**src/rtl/monitor_pkg.sv**
```systemverilog
// Shared definitions for the byte-serial monitor protocol (initiator and remote side).
package monitor_pkg;

  localparam logic [7:0] CMD_LOAD = 8'h01;
  localparam logic [7:0] CMD_DUMP = 8'h02;
  localparam int         HDR_LEN  = 6;

  localparam logic [1:0] ERR_NONE    = 2'd0;
  localparam logic [1:0] ERR_ECHO    = 2'd1;
  localparam logic [1:0] ERR_TIMEOUT = 2'd2;

  typedef enum logic [3:0] {
    ST_IDLE,
    ST_HDR_TX,
    ST_HDR_WAIT,
    ST_PAY_FETCH,
    ST_PAY_TX,
    ST_PAY_WAIT,
    ST_DUMP_RX,
    ST_DONE,
    ST_ERR
  } state_t;

  // Header byte idx of a command: cmd, raddr MSB first, len MSB first.
  function automatic logic [7:0] hdr_byte(input logic load, input logic [23:0] raddr,
                                          input logic [15:0] len, input logic [2:0] idx);
    case (idx)
      3'd0:    return load ? CMD_LOAD : CMD_DUMP;
      3'd1:    return raddr[23:16];
      3'd2:    return raddr[15:8];
      3'd3:    return raddr[7:0];
      3'd4:    return len[15:8];
      3'd5:    return len[7:0];
      default: return 8'h00;
    endcase
  endfunction

endpackage

```
**src/rtl/monitor_tx_gate.sv**
```systemverilog
// Single-byte send gate: grants a request only while the UART is idle and
// turns the grant into a registered 1-cycle transmit pulse.
module monitor_tx_gate (
  input  logic       CLK,
  input  logic       reset,
  input  logic       req,
  input  logic [7:0] req_byte,
  output logic       ack,
  input  logic       is_transmitting,
  output logic [7:0] tx_byte,
  output logic       transmit
);

  logic [7:0] tx_byte_reg;
  logic       transmit_reg;

  // The pulse just issued also blocks a grant, since the UART busy flag lags it.
  assign ack      = req && !is_transmitting && !transmit_reg;
  assign tx_byte  = tx_byte_reg;
  assign transmit = transmit_reg;

  always_ff @(posedge CLK) begin
    if (!reset) begin
      tx_byte_reg  <= 8'h00;
      transmit_reg <= 1'b0;
    end else begin
      transmit_reg <= ack;
      if (ack) tx_byte_reg <= req_byte;
    end
  end

endmodule

```
**src/rtl/monitor_master.sv**
```systemverilog
// Initiator for the byte-serial monitor protocol: stop-and-wait LOAD/DUMP over a UART.
// Optional per-byte response timeout enabled by defining MONITOR_MASTER_TIMEOUT_EN.
module monitor_master
  import monitor_pkg::*;
#(
  parameter int          LOCAL_ADDR_WIDTH = 13,
  parameter logic [23:0] TIMEOUT_CYCLES   = 24'd1200000
) (
  input  logic                        CLK,
  input  logic                        reset,
  input  logic                        cmd_valid,
  output logic                        cmd_ready,
  input  logic                        cmd_load,
  input  logic [23:0]                 cmd_raddr,
  input  logic [15:0]                 cmd_len,
  input  logic [LOCAL_ADDR_WIDTH-1:0] cmd_laddr,
  output logic [LOCAL_ADDR_WIDTH-1:0] mem_raddr,
  input  logic [7:0]                  mem_rdata,
  output logic [LOCAL_ADDR_WIDTH-1:0] mem_waddr,
  output logic [7:0]                  mem_wdata,
  output logic                        mem_write,
  output logic [7:0]                  tx_byte,
  output logic                        transmit,
  input  logic                        is_transmitting,
  input  logic [7:0]                  rx_byte,
  input  logic                        received,
  output logic                        busy,
  output logic                        done,
  output logic                        error,
  output logic [1:0]                  err_code
);

  localparam int AW = LOCAL_ADDR_WIDTH;

  state_t          state_reg, state_next;
  logic            load_reg, load_next;
  logic [23:0]     raddr_reg, raddr_next;
  logic [15:0]     len_reg, len_next;
  logic [AW-1:0]   laddr_reg, laddr_next;
  logic [2:0]      idx_reg, idx_next;
  logic [7:0]      tmp_reg, tmp_next;
  logic            fetch_reg, fetch_next;
  logic [AW-1:0]   mem_raddr_reg, mem_raddr_next;
  logic [AW-1:0]   mem_waddr_reg, mem_waddr_next;
  logic [7:0]      mem_wdata_reg, mem_wdata_next;
  logic            mem_write_reg, mem_write_next;
  logic            error_reg, error_next;
  logic [1:0]      err_code_reg, err_code_next;

  logic            tx_req, tx_ack, rx_ok, timeout, waiting;
  logic [7:0]      hdr_cur, tx_data;

  assign hdr_cur = hdr_byte(load_reg, raddr_reg, len_reg, idx_reg);
  assign tx_req  = (state_reg == ST_HDR_TX) || (state_reg == ST_PAY_TX);
  assign tx_data = (state_reg == ST_PAY_TX) ? tmp_reg : hdr_cur;
  // An echo cannot legitimately arrive in the same cycle as our own transmit pulse.
  assign rx_ok   = received && !transmit;
  assign waiting = (state_reg == ST_HDR_WAIT) || (state_reg == ST_PAY_WAIT) ||
                   (state_reg == ST_DUMP_RX);

  monitor_tx_gate u_tx_gate (
    .CLK             (CLK),
    .reset           (reset),
    .req             (tx_req),
    .req_byte        (tx_data),
    .ack             (tx_ack),
    .is_transmitting (is_transmitting),
    .tx_byte         (tx_byte),
    .transmit        (transmit)
  );

`ifdef MONITOR_MASTER_TIMEOUT_EN
  logic [23:0] timer_reg, timer_next;

  always_comb begin
    timer_next = timer_reg;
    timeout    = 1'b0;
    if (tx_ack || (state_reg == ST_DUMP_RX && rx_ok)) begin
      timer_next = TIMEOUT_CYCLES;
    end else if (waiting && !rx_ok) begin
      if (timer_reg <= 24'd1) timeout = 1'b1;
      else timer_next = timer_reg - 24'd1;
    end
  end

  always_ff @(posedge CLK) begin
    if (!reset) timer_reg <= 24'd0;
    else timer_reg <= timer_next;
  end
`else
  logic unused_timeout;
  assign unused_timeout = ^{TIMEOUT_CYCLES, ERR_TIMEOUT, waiting};
  assign timeout        = 1'b0;
`endif

  always_comb begin
    state_next     = state_reg;
    load_next      = load_reg;
    raddr_next     = raddr_reg;
    len_next       = len_reg;
    laddr_next     = laddr_reg;
    idx_next       = idx_reg;
    tmp_next       = tmp_reg;
    fetch_next     = fetch_reg;
    mem_raddr_next = mem_raddr_reg;
    mem_waddr_next = mem_waddr_reg;
    mem_wdata_next = mem_wdata_reg;
    mem_write_next = 1'b0;
    error_next     = error_reg;
    err_code_next  = err_code_reg;

    case (state_reg)
      ST_IDLE: begin
        if (cmd_valid) begin
          load_next     = cmd_load;
          raddr_next    = cmd_raddr;
          len_next      = cmd_len;
          laddr_next    = cmd_laddr;
          idx_next      = 3'd0;
          error_next    = 1'b0;
          err_code_next = ERR_NONE;
          state_next    = ST_HDR_TX;
        end
      end

      ST_HDR_TX: if (tx_ack) state_next = ST_HDR_WAIT;

      ST_HDR_WAIT: begin
        if (rx_ok) begin
          if (rx_byte != hdr_cur) begin
            error_next    = 1'b1;
            err_code_next = ERR_ECHO;
            state_next    = ST_ERR;
          end else if (idx_reg != 3'(HDR_LEN - 1)) begin
            idx_next   = idx_reg + 3'd1;
            state_next = ST_HDR_TX;
          end else if (len_reg == 16'd0) begin
            state_next = ST_DONE;
          end else if (load_reg) begin
            mem_raddr_next = laddr_reg;
            fetch_next     = 1'b0;
            state_next     = ST_PAY_FETCH;
          end else begin
            state_next = ST_DUMP_RX;
          end
        end else if (timeout) begin
          error_next    = 1'b1;
          err_code_next = ERR_TIMEOUT;
          state_next    = ST_ERR;
        end
      end

      // Address is already on mem_raddr on entry; data is valid one cycle later.
      ST_PAY_FETCH: begin
        if (!fetch_reg) begin
          fetch_next = 1'b1;
        end else begin
          tmp_next   = mem_rdata;
          fetch_next = 1'b0;
          state_next = ST_PAY_TX;
        end
      end

      ST_PAY_TX: if (tx_ack) state_next = ST_PAY_WAIT;

      ST_PAY_WAIT: begin
        if (rx_ok) begin
          if (rx_byte != tmp_reg) begin
            error_next    = 1'b1;
            err_code_next = ERR_ECHO;
            state_next    = ST_ERR;
          end else begin
            laddr_next = laddr_reg + 1'b1;
            len_next   = len_reg - 16'd1;
            if (len_reg == 16'd1) begin
              state_next = ST_DONE;
            end else begin
              mem_raddr_next = laddr_reg + 1'b1;
              state_next     = ST_PAY_FETCH;
            end
          end
        end else if (timeout) begin
          error_next    = 1'b1;
          err_code_next = ERR_TIMEOUT;
          state_next    = ST_ERR;
        end
      end

      ST_DUMP_RX: begin
        if (rx_ok) begin
          mem_waddr_next = laddr_reg;
          mem_wdata_next = rx_byte;
          mem_write_next = 1'b1;
          laddr_next     = laddr_reg + 1'b1;
          len_next       = len_reg - 16'd1;
          if (len_reg == 16'd1) state_next = ST_DONE;
        end else if (timeout) begin
          error_next    = 1'b1;
          err_code_next = ERR_TIMEOUT;
          state_next    = ST_ERR;
        end
      end

      ST_DONE: state_next = ST_IDLE;
      ST_ERR:  state_next = ST_IDLE;
      default: state_next = ST_IDLE;
    endcase
  end

  always_ff @(posedge CLK) begin
    if (!reset) begin
      state_reg     <= ST_IDLE;
      load_reg      <= 1'b0;
      raddr_reg     <= 24'd0;
      len_reg       <= 16'd0;
      laddr_reg     <= '0;
      idx_reg       <= 3'd0;
      tmp_reg       <= 8'h00;
      fetch_reg     <= 1'b0;
      mem_raddr_reg <= '0;
      mem_waddr_reg <= '0;
      mem_wdata_reg <= 8'h00;
      mem_write_reg <= 1'b0;
      error_reg     <= 1'b0;
      err_code_reg  <= ERR_NONE;
    end else begin
      state_reg     <= state_next;
      load_reg      <= load_next;
      raddr_reg     <= raddr_next;
      len_reg       <= len_next;
      laddr_reg     <= laddr_next;
      idx_reg       <= idx_next;
      tmp_reg       <= tmp_next;
      fetch_reg     <= fetch_next;
      mem_raddr_reg <= mem_raddr_next;
      mem_waddr_reg <= mem_waddr_next;
      mem_wdata_reg <= mem_wdata_next;
      mem_write_reg <= mem_write_next;
      error_reg     <= error_next;
      err_code_reg  <= err_code_next;
    end
  end

  assign cmd_ready = (state_reg == ST_IDLE);
  assign busy      = (state_reg != ST_IDLE);
  assign done      = (state_reg == ST_DONE);
  assign mem_raddr = mem_raddr_reg;
  assign mem_waddr = mem_waddr_reg;
  assign mem_wdata = mem_wdata_reg;
  assign mem_write = mem_write_reg;
  assign error     = error_reg;
  assign err_code  = err_code_reg;

endmodule

```
**config.mk**
```make
export PLATFORM = sky130hd
export DESIGN_NAME = monitor_master
export DESIGN_NICKNAME = d
export VERILOG_FILES = /design/src/rtl/monitor_pkg.sv /design/src/rtl/monitor_tx_gate.sv /design/src/rtl/monitor_master.sv
export SDC_FILE = /design/constraint.sdc
export NUM_CORES = 1
export LEC_CHECK = 0
export ABC_AREA = 0
export CAP_MARGIN = 25
export CORE_MARGIN = 4
export CORE_UTILIZATION = 43
export CTS_CLUSTER_SIZE = 30
export DETAILED_ROUTE_END_ITERATION = 12
export PLACE_DENSITY = 0.77
export SYNTH_ARGS = -nofsm -noshare
export SYNTH_HDL_FRONTEND = slang
export SYNTH_SLANG_ARGS = --single-unit
```
**constraint.sdc**
```tcl
create_clock -name CLK -period 4.2 [get_ports CLK]
set_input_delay 0.84 -clock CLK [delete_from_list [all_inputs] [get_ports CLK]]
set_output_delay 0.84 -clock CLK [all_outputs]
set_load 0.005 [all_outputs]
```
==> results of run 1 <==
synthesized netlist by cell type (3+ instances only):
library cell  number  share of area
a32oi_1            6         0.0085
nand3_1           12         0.0097
nor3_1            27          0.022
dfxtp_1          115           0.37
inv_1             26          0.016
a22oi_1            3         0.0036
buf_4              3         0.0036
and3_1             3         0.0030
clkbuf_1          43          0.026
a211oi_1          24          0.029
mux2i_1           11          0.018
nand2b_1           8         0.0081
nor2b_1            3         0.0030
xnor2_1            8          0.011
buf_2             11         0.0089
o21ai_0           33          0.027
o22ai_1            4         0.0040
nand2_1          168           0.10
a22o_1             5         0.0071
a31oi_1            7         0.0071
o311ai_0           4         0.0057
nor4_1             5         0.0050
o2111ai_1          3         0.0042
a211oi_2          10          0.020
o21a_1            11          0.013
a21o_1             3         0.0036
ha_1               8          0.016
a21oi_1           86          0.069
or3_1              6         0.0061
nand4_1            3         0.0030
xor2_1            14          0.020
a21boi_0           8         0.0097
a221oi_1           8          0.011
nor2_1            73          0.044
and2_1             5         0.0050
layer usage:
metal / routed length (um) / vias to the layer above / part of all wire
li1: - / 3091 / -
met4: 325 / 0 / 0.017
met5: 0 / - / 0
met1: 8305 / 2915 / 0.44
met2: 8648 / 270 / 0.46
met3: 1641 / 34 / 0.087
through the flow:
step                      cell area, sq um  hold WS [ns]
after detailed placement              7523        0.4489
after global routing                  8105        0.4750
after floorplan                       6196        0.4360
after CTS                             8105        0.4567
final                                 8105        0.4520
after global placement                7523        0.4417
where the power goes:
part	switching, W	internal [W]	leakage [nW]	total, W
Sequential	0.000242	0.00128	0.938	0.00152
Combinational	0.000679	0.000515	1.72	0.00119
Clock	0.000550	0.000874	0.272	0.00142
cell usage in the layout, fill, tap and decap left out, types with 4 or more instances in the layout:
master | Yosys | layout
clkbuf_16 | 0 | 17
a211oi_1 | 24 | 24
xnor2_1 | 8 | 8
nor2_1 | 73 | 72
a31oi_1 | 7 | 7
nand3_1 | 12 | 12
a21boi_0 | 8 | 8
o21a_1 | 11 | 11
o21ai_0 | 33 | 33
xor2_1 | 14 | 14
a21oi_1 | 86 | 86
a221oi_1 | 8 | 8
or3_1 | 6 | 6
o311ai_0 | 4 | 4
clkdlybuf4s50_1 | 0 | 123
and2_1 | 5 | 5
a211oi_2 | 10 | 10
a32oi_1 | 6 | 6
a22o_1 | 5 | 5
nand2b_1 | 8 | 8
buf_4 | 3 | 16
nand2_1 | 168 | 168
o22ai_1 | 4 | 4
mux2i_1 | 11 | 11
nor4_1 | 5 | 5
nor3_1 | 27 | 27
dfxtp_1 | 115 | 115
ha_1 | 8 | 8
inv_1 | 26 | 25
clkinvlp_4 | 0 | 5
area by class of cell:
cell class / instances / area share
multi-input cells: 616 / 0.4376
well taps: 180 / 0.02779
clock buffers: 17 / 0.05249
inverters: 26 / 0.01204
flip-flops and latches: 115 / 0.2840
repair buffers: 139 / 0.1667
clock inverters: 15 / 0.01930
worst reg2reg max path, cell delays in order, from the launching register on:
cell and delay (ns):
dfxtp_1 0.52, inv_1 0.11, ha_1 0.35, buf_4 0.24, nand2_1 0.09, o21ai_2 0.07, or4_4 0.55, a2111oi_0 0.44
nand4_1 0.27, or3_1 0.44, a221oi_1 0.25
logic make-up after synthesis:
logic type / after synthesis / synth area share
AO/OA/AOI/OAI: 244 / 0.2664
multiplexers: 12 / 0.01959
adder cells (fa/ha/maj): 8 / 0.01616
other: 1 / 0.0006052
flip-flops: 115 / 0.3716
buffers and inverters: 87 / 0.05917
XOR/XNOR: 22 / 0.03110
AND/OR/NAND/NOR: 329 / 0.2355
path summary, 6_finish.rpt:
path / from / end / slack [ns] / cells after the start
hold reg to reg: mem_raddr[12] / mem_raddr[12] / 0.45 / 2
hold / removal: mem_raddr[12] / mem_raddr[12] / 0.45 / 2
setup reg to reg: idx_reg[1] / state_reg[1] / 0.77 / 10
setup / recovery: idx_reg[1] / state_reg[1] / 0.77 / 10
==> impl_metrics.toml, run 1 <==
[global_routing]
grt_first_pass_wirelength_um = 29950
grt_pass1_vias = 5939
grt_max_degree = 65
grt_util_met2 = 0.3583
grt_use_total = 0.2293
grt_use_met3 = 0.07708
met1_usage = 0.3032
grt_antenna_before_repair = 0
busiest_layer = "met2"
gr-total-overflow = 0

[timing]
worst_pin_slew_ns = 0.9088
rsz0062_at_grt = "false"
setup_slack_ns = 0.7706
fin_crit_ns = 3.429
finalClockSkew_ns = 0.008660
timing.final.crit_share = 0.8165
timing.fmax_mhz = 291.6
slew_violations = 0
slew_headroom = 0.3919
setup_viol = 0
hold_violations = 0
fin_setup_tns_ns = 0

[finish]
final_layout_size_suffix_gt1_frac = 0.07974
syn_to_final_growth_pct = 30.82
instances_no_fill = 1108
final_nets = 998
fillerInstances = 1313
diodes = 0
post-route-util = 0.5794
largest_reg_flops = 24
multi_input_area_sq_um = 3547
seq_area_sq_um = 2302

[clock_network]
htree_levels = 4
clockBufferDepth = 2
numCtsBuffers = 17
postCtsSetupRepairBufs = 0
clock-sinks = 115
cts_resized = 0
hold_buffers = 0
cts_tree = "built"
clk_pin_slew_ns = 0.05
worstSkewPairLatency_ns = 0.42
cts_root_buffer = "clkbuf_16"

[die]
chipHeight_um = 128.0
coreArea_sq_um = 13990
die_x_um = 128.0
initial_utilization = 0.4429
dieArea_sq_um = 16390
io-pin-count = 125
rows = 43

[detailed_routing]
wl_um = 18920
firstDrtPassIters = 8
viasPerCell = 5.695
drt_iter0_markers = 814
drc = 0
detail_route.wl_per_cell_um = 17.08
drtAntennaViolNets = 0
num_vias = 6310

[power]
power_w = 0.004135
power_leakage_nw = 2.932
p_per_area_nw_per_um2 = 510.2
ir_worst_vdd_v = 0.0004111

[placement]
port_buffers = 123
dp_hpwl_um = 13530
post-place-ws_ns = 0.5622
dp_cells = 1076
gp_congestion = 0.9548

[worst_setup_path]
worst_setup_path_end_kind = "flop"
cp_slowest_cell = "or4_4"
crit_family = "simple AND/OR/NAND/NOR gates"
worstPathRequired_ns = 4.53
crit_buf_inv = 2
slowest_delay_ns = 0.55
path_cells = "inv_1 -> ha_1 -> buf_4 -> nand2_1 -> o21ai_2 -> or4_4 -> a2111oi_0 -> nand4_1 -> or3_1 -> a221oi_1"
worst-setup-path-type = "flop to flop"
worstPathArrival_ns = 3.76
cp-start-kind = "flop"
path_max_fanout = 10

[logic_synthesis]
ys_seq_area_frac = 0.3716
synth_area_sq_um = 6196
yosys_warnings = 0
ys_types = 70
syn_nets = 901
synth_seq_cells = 115
syn-mean-instance-area_sq_um = 7.575
synth-edff-count = 0
async_flop_share = 0
synthCells = 818
synthFlopType = "dfxtp_1"

[job]
maxCapViolCount = 0

[min_path]
hold_class = "flop to flop"

[status]
status = "complete, no violations"
Power figures use the tool's default switching activity.
==> run 2, diff against run 1 <==
==> constraint.sdc (replaced) <==
create_clock -name CLK -period 3.6 [get_ports CLK]
set_input_delay 0.72 -clock CLK [delete_from_list [all_inputs] [get_ports CLK]]
set_output_delay 0.72 -clock CLK [all_outputs]
set_load 0.005 [all_outputs]
==> run 2 against run 1 <==
  * Via count is 0.79% higher
  * Sequential share of layout area is 0.49 points lower
  * Global-route usage is 0.12 points higher
  * Count of clock-buffer cells in the layout is 6 higher
  * Clock skew is 0.0036 ns higher
  * Sequential cell count stayed put
  * Total power is 24% higher
  * Routed wire length is 0.43% higher
  * Cell area is 1.8% higher
  * Sequential power is 16% higher
  * Die area stayed put
  * Non-clock buffer count is 3 higher
==> impl_metrics.toml, run 2 (synthesized netlist as in run 1, its figures left out) <==
[status]
status = "complete, no violations"

[clock_network]
cts_root_buffer = "clkbuf_16"
worstSkewPairLatency_ns = 0.42
cts_tree = "built"
htree_levels = 4
clk_pin_slew_ns = 0.05
cts_resized = 0
postCtsSetupRepairBufs = 0
hold_buffers = 0
clockBufferDepth = 2
numCtsBuffers = 17
clock-sinks = 115

[timing]
worst_pin_slew_ns = 0.9508
timing.fmax_mhz = 308.1
rsz0062_at_grt = "false"
fin_setup_tns_ns = 0
fin_crit_ns = 3.246
setup_viol = 0
slew_headroom = 0.3638
setup_slack_ns = 0.3543
slew_violations = 0
hold_violations = 0
timing.final.crit_share = 0.9016
finalClockSkew_ns = 0.01226

[global_routing]
grt_first_pass_wirelength_um = 30220
grt_antenna_before_repair = 0
grt_max_degree = 66
grt_use_total = 0.2305
grt_pass1_vias = 5925
gr-total-overflow = 0

[worst_setup_path]
rr_startpoint = "idx_reg[1]"
worst_setup_path_end_kind = "flop"
crit_buf_inv = 1
cp-start-kind = "flop"
worstPathArrival_ns = 3.56
worstPathRequired_ns = 3.92
slowest_delay_ns = 0.54
cp-startpoint = "idx_reg[1]"
worst-setup-path-type = "flop to flop"
path_max_fanout = 17
path_cells = "inv_1 -> ha_1 -> nand2_1 -> o21ai_2 -> or4_4 -> a2111oi_0 -> nand4_1 -> or3_1 -> a221oi_1"
cp_slowest_cell = "or4_4"
crit_family = "simple AND/OR/NAND/NOR gates"

[placement]
port_buffers = 123
post-place-ws_ns = 0.3577
dp_hpwl_um = 13330
gp_congestion = 0.9268

[finish]
largest_reg_flops = 24
final_layout_size_suffix_gt1_frac = 0.07948
syn_to_final_growth_pct = 33.12
mostFrequentLayoutCells = "nand2_1 (168), clkdlybuf4s50_1 (123), dfxtp_1 (115)"
diodes = 0
final_nets = 1001
fillerInstances = 1254
post-route-util = 0.5896
layout_commonest_cell = "nand2_1"

[power]
ir_worst_vdd_v = 0.0003612
power_leakage_nw = 3.014
p_per_area_nw_per_um2 = 622.3

[detailed_routing]
drtAntennaViolNets = 0
drt_iter0_markers = 764
num_vias = 6360
viasPerCell = 5.725
detail_route.wl_per_cell_um = 17.10
wl_um = 19000
drc = 0
firstDrtPassIters = 8

[job]
maxCapViolCount = 0

[die]
dieArea_sq_um = 16390
initial_utilization = 0.4429
die_x_um = 128.0
chipHeight_um = 128.0
coreArea_sq_um = 13990
rows = 43
io-pin-count = 125

[min_path]
min-delay-start = "mem_waddr[5]"
hold_class = "flop to flop"
[run 2: cell count changes in the layout (fill, tap and decap cells not counted), sizes merged]
cell,change
clkinv,-2
buf,+3
clkinvlp,-5
inv,-3
clkbuf,+6
bufinv,+4
[run 2: worst paths after layout]
| path | endpoint | slack, ns | cells after the start |
|---|---|---|---|
| worst max-delay path | state_reg[1] | 0.35 | 9 |
| worst min-delay path | mem_waddr[5] | 0.45 | 2 |
| worst max register to register | state_reg[1] | 0.35 | 9 |
| worst min register to register | mem_waddr[5] | 0.45 | 2 |
[run 2: routing by layer]
layer | track usage | part of all wire | vias up | wire (um)
met3 | 0.06542 | 0.089 | 31 | 1693
met1 | 0.3078 | 0.44 | 2962 | 8276
li1 | - | - | 3093 | -
met4 | 0.07303 | 0.015 | 0 | 289
met2 | 0.3608 | 0.46 | 274 | 8744
met5 | 0 | 0 | - | 0
[run 2: through the flow]
step	hold WS [ns]	instances	power (W)	instance area (sq um)
2_1_floorplan	0.4360	818	0.002631	6196
3_3_place_gp	0.4417	1079	0.003176	7571
3_5_place_dp	0.4465	1079	0.003194	7571
4_1_cts	0.4534	1111	0.005141	8248
5_1_grt	0.4669	1111	0.005404	8248
6_report	0.4530	1111	0.005133	8248
[run 2: report_power, final]
group          switching (W)  internal, W
Sequential          0.000284      0.00149
Combinational       0.000798     0.000630
Clock               0.000581      0.00135
[run 2: worst reg2reg max path, stage by stage, from the launching register on]
cell,delay [ns]
dfxtp_1,0.50
inv_1,0.11
ha_1,0.40
nand2_1,0.17
o21ai_2,0.07
or4_4,0.54
a2111oi_0,0.49
nand4_1,0.20
or3_1,0.40
a221oi_1,0.27
[run 2: final cells by class]
cell class | count | area (sq um) | area share
Timing Repair Buffer | 142 | 1399 | 0.1696
Clock buffer | 23 | 478.0 | 0.05795
Inverter | 26 | 97.59 | 0.01183
Multi-Input combinational cell | 616 | 3547 | 0.4301
Tap cell | 180 | 225.2 | 0.02731
Clock inverter | 9 | 198.9 | 0.02412
Sequential cell | 115 | 2302 | 0.2791
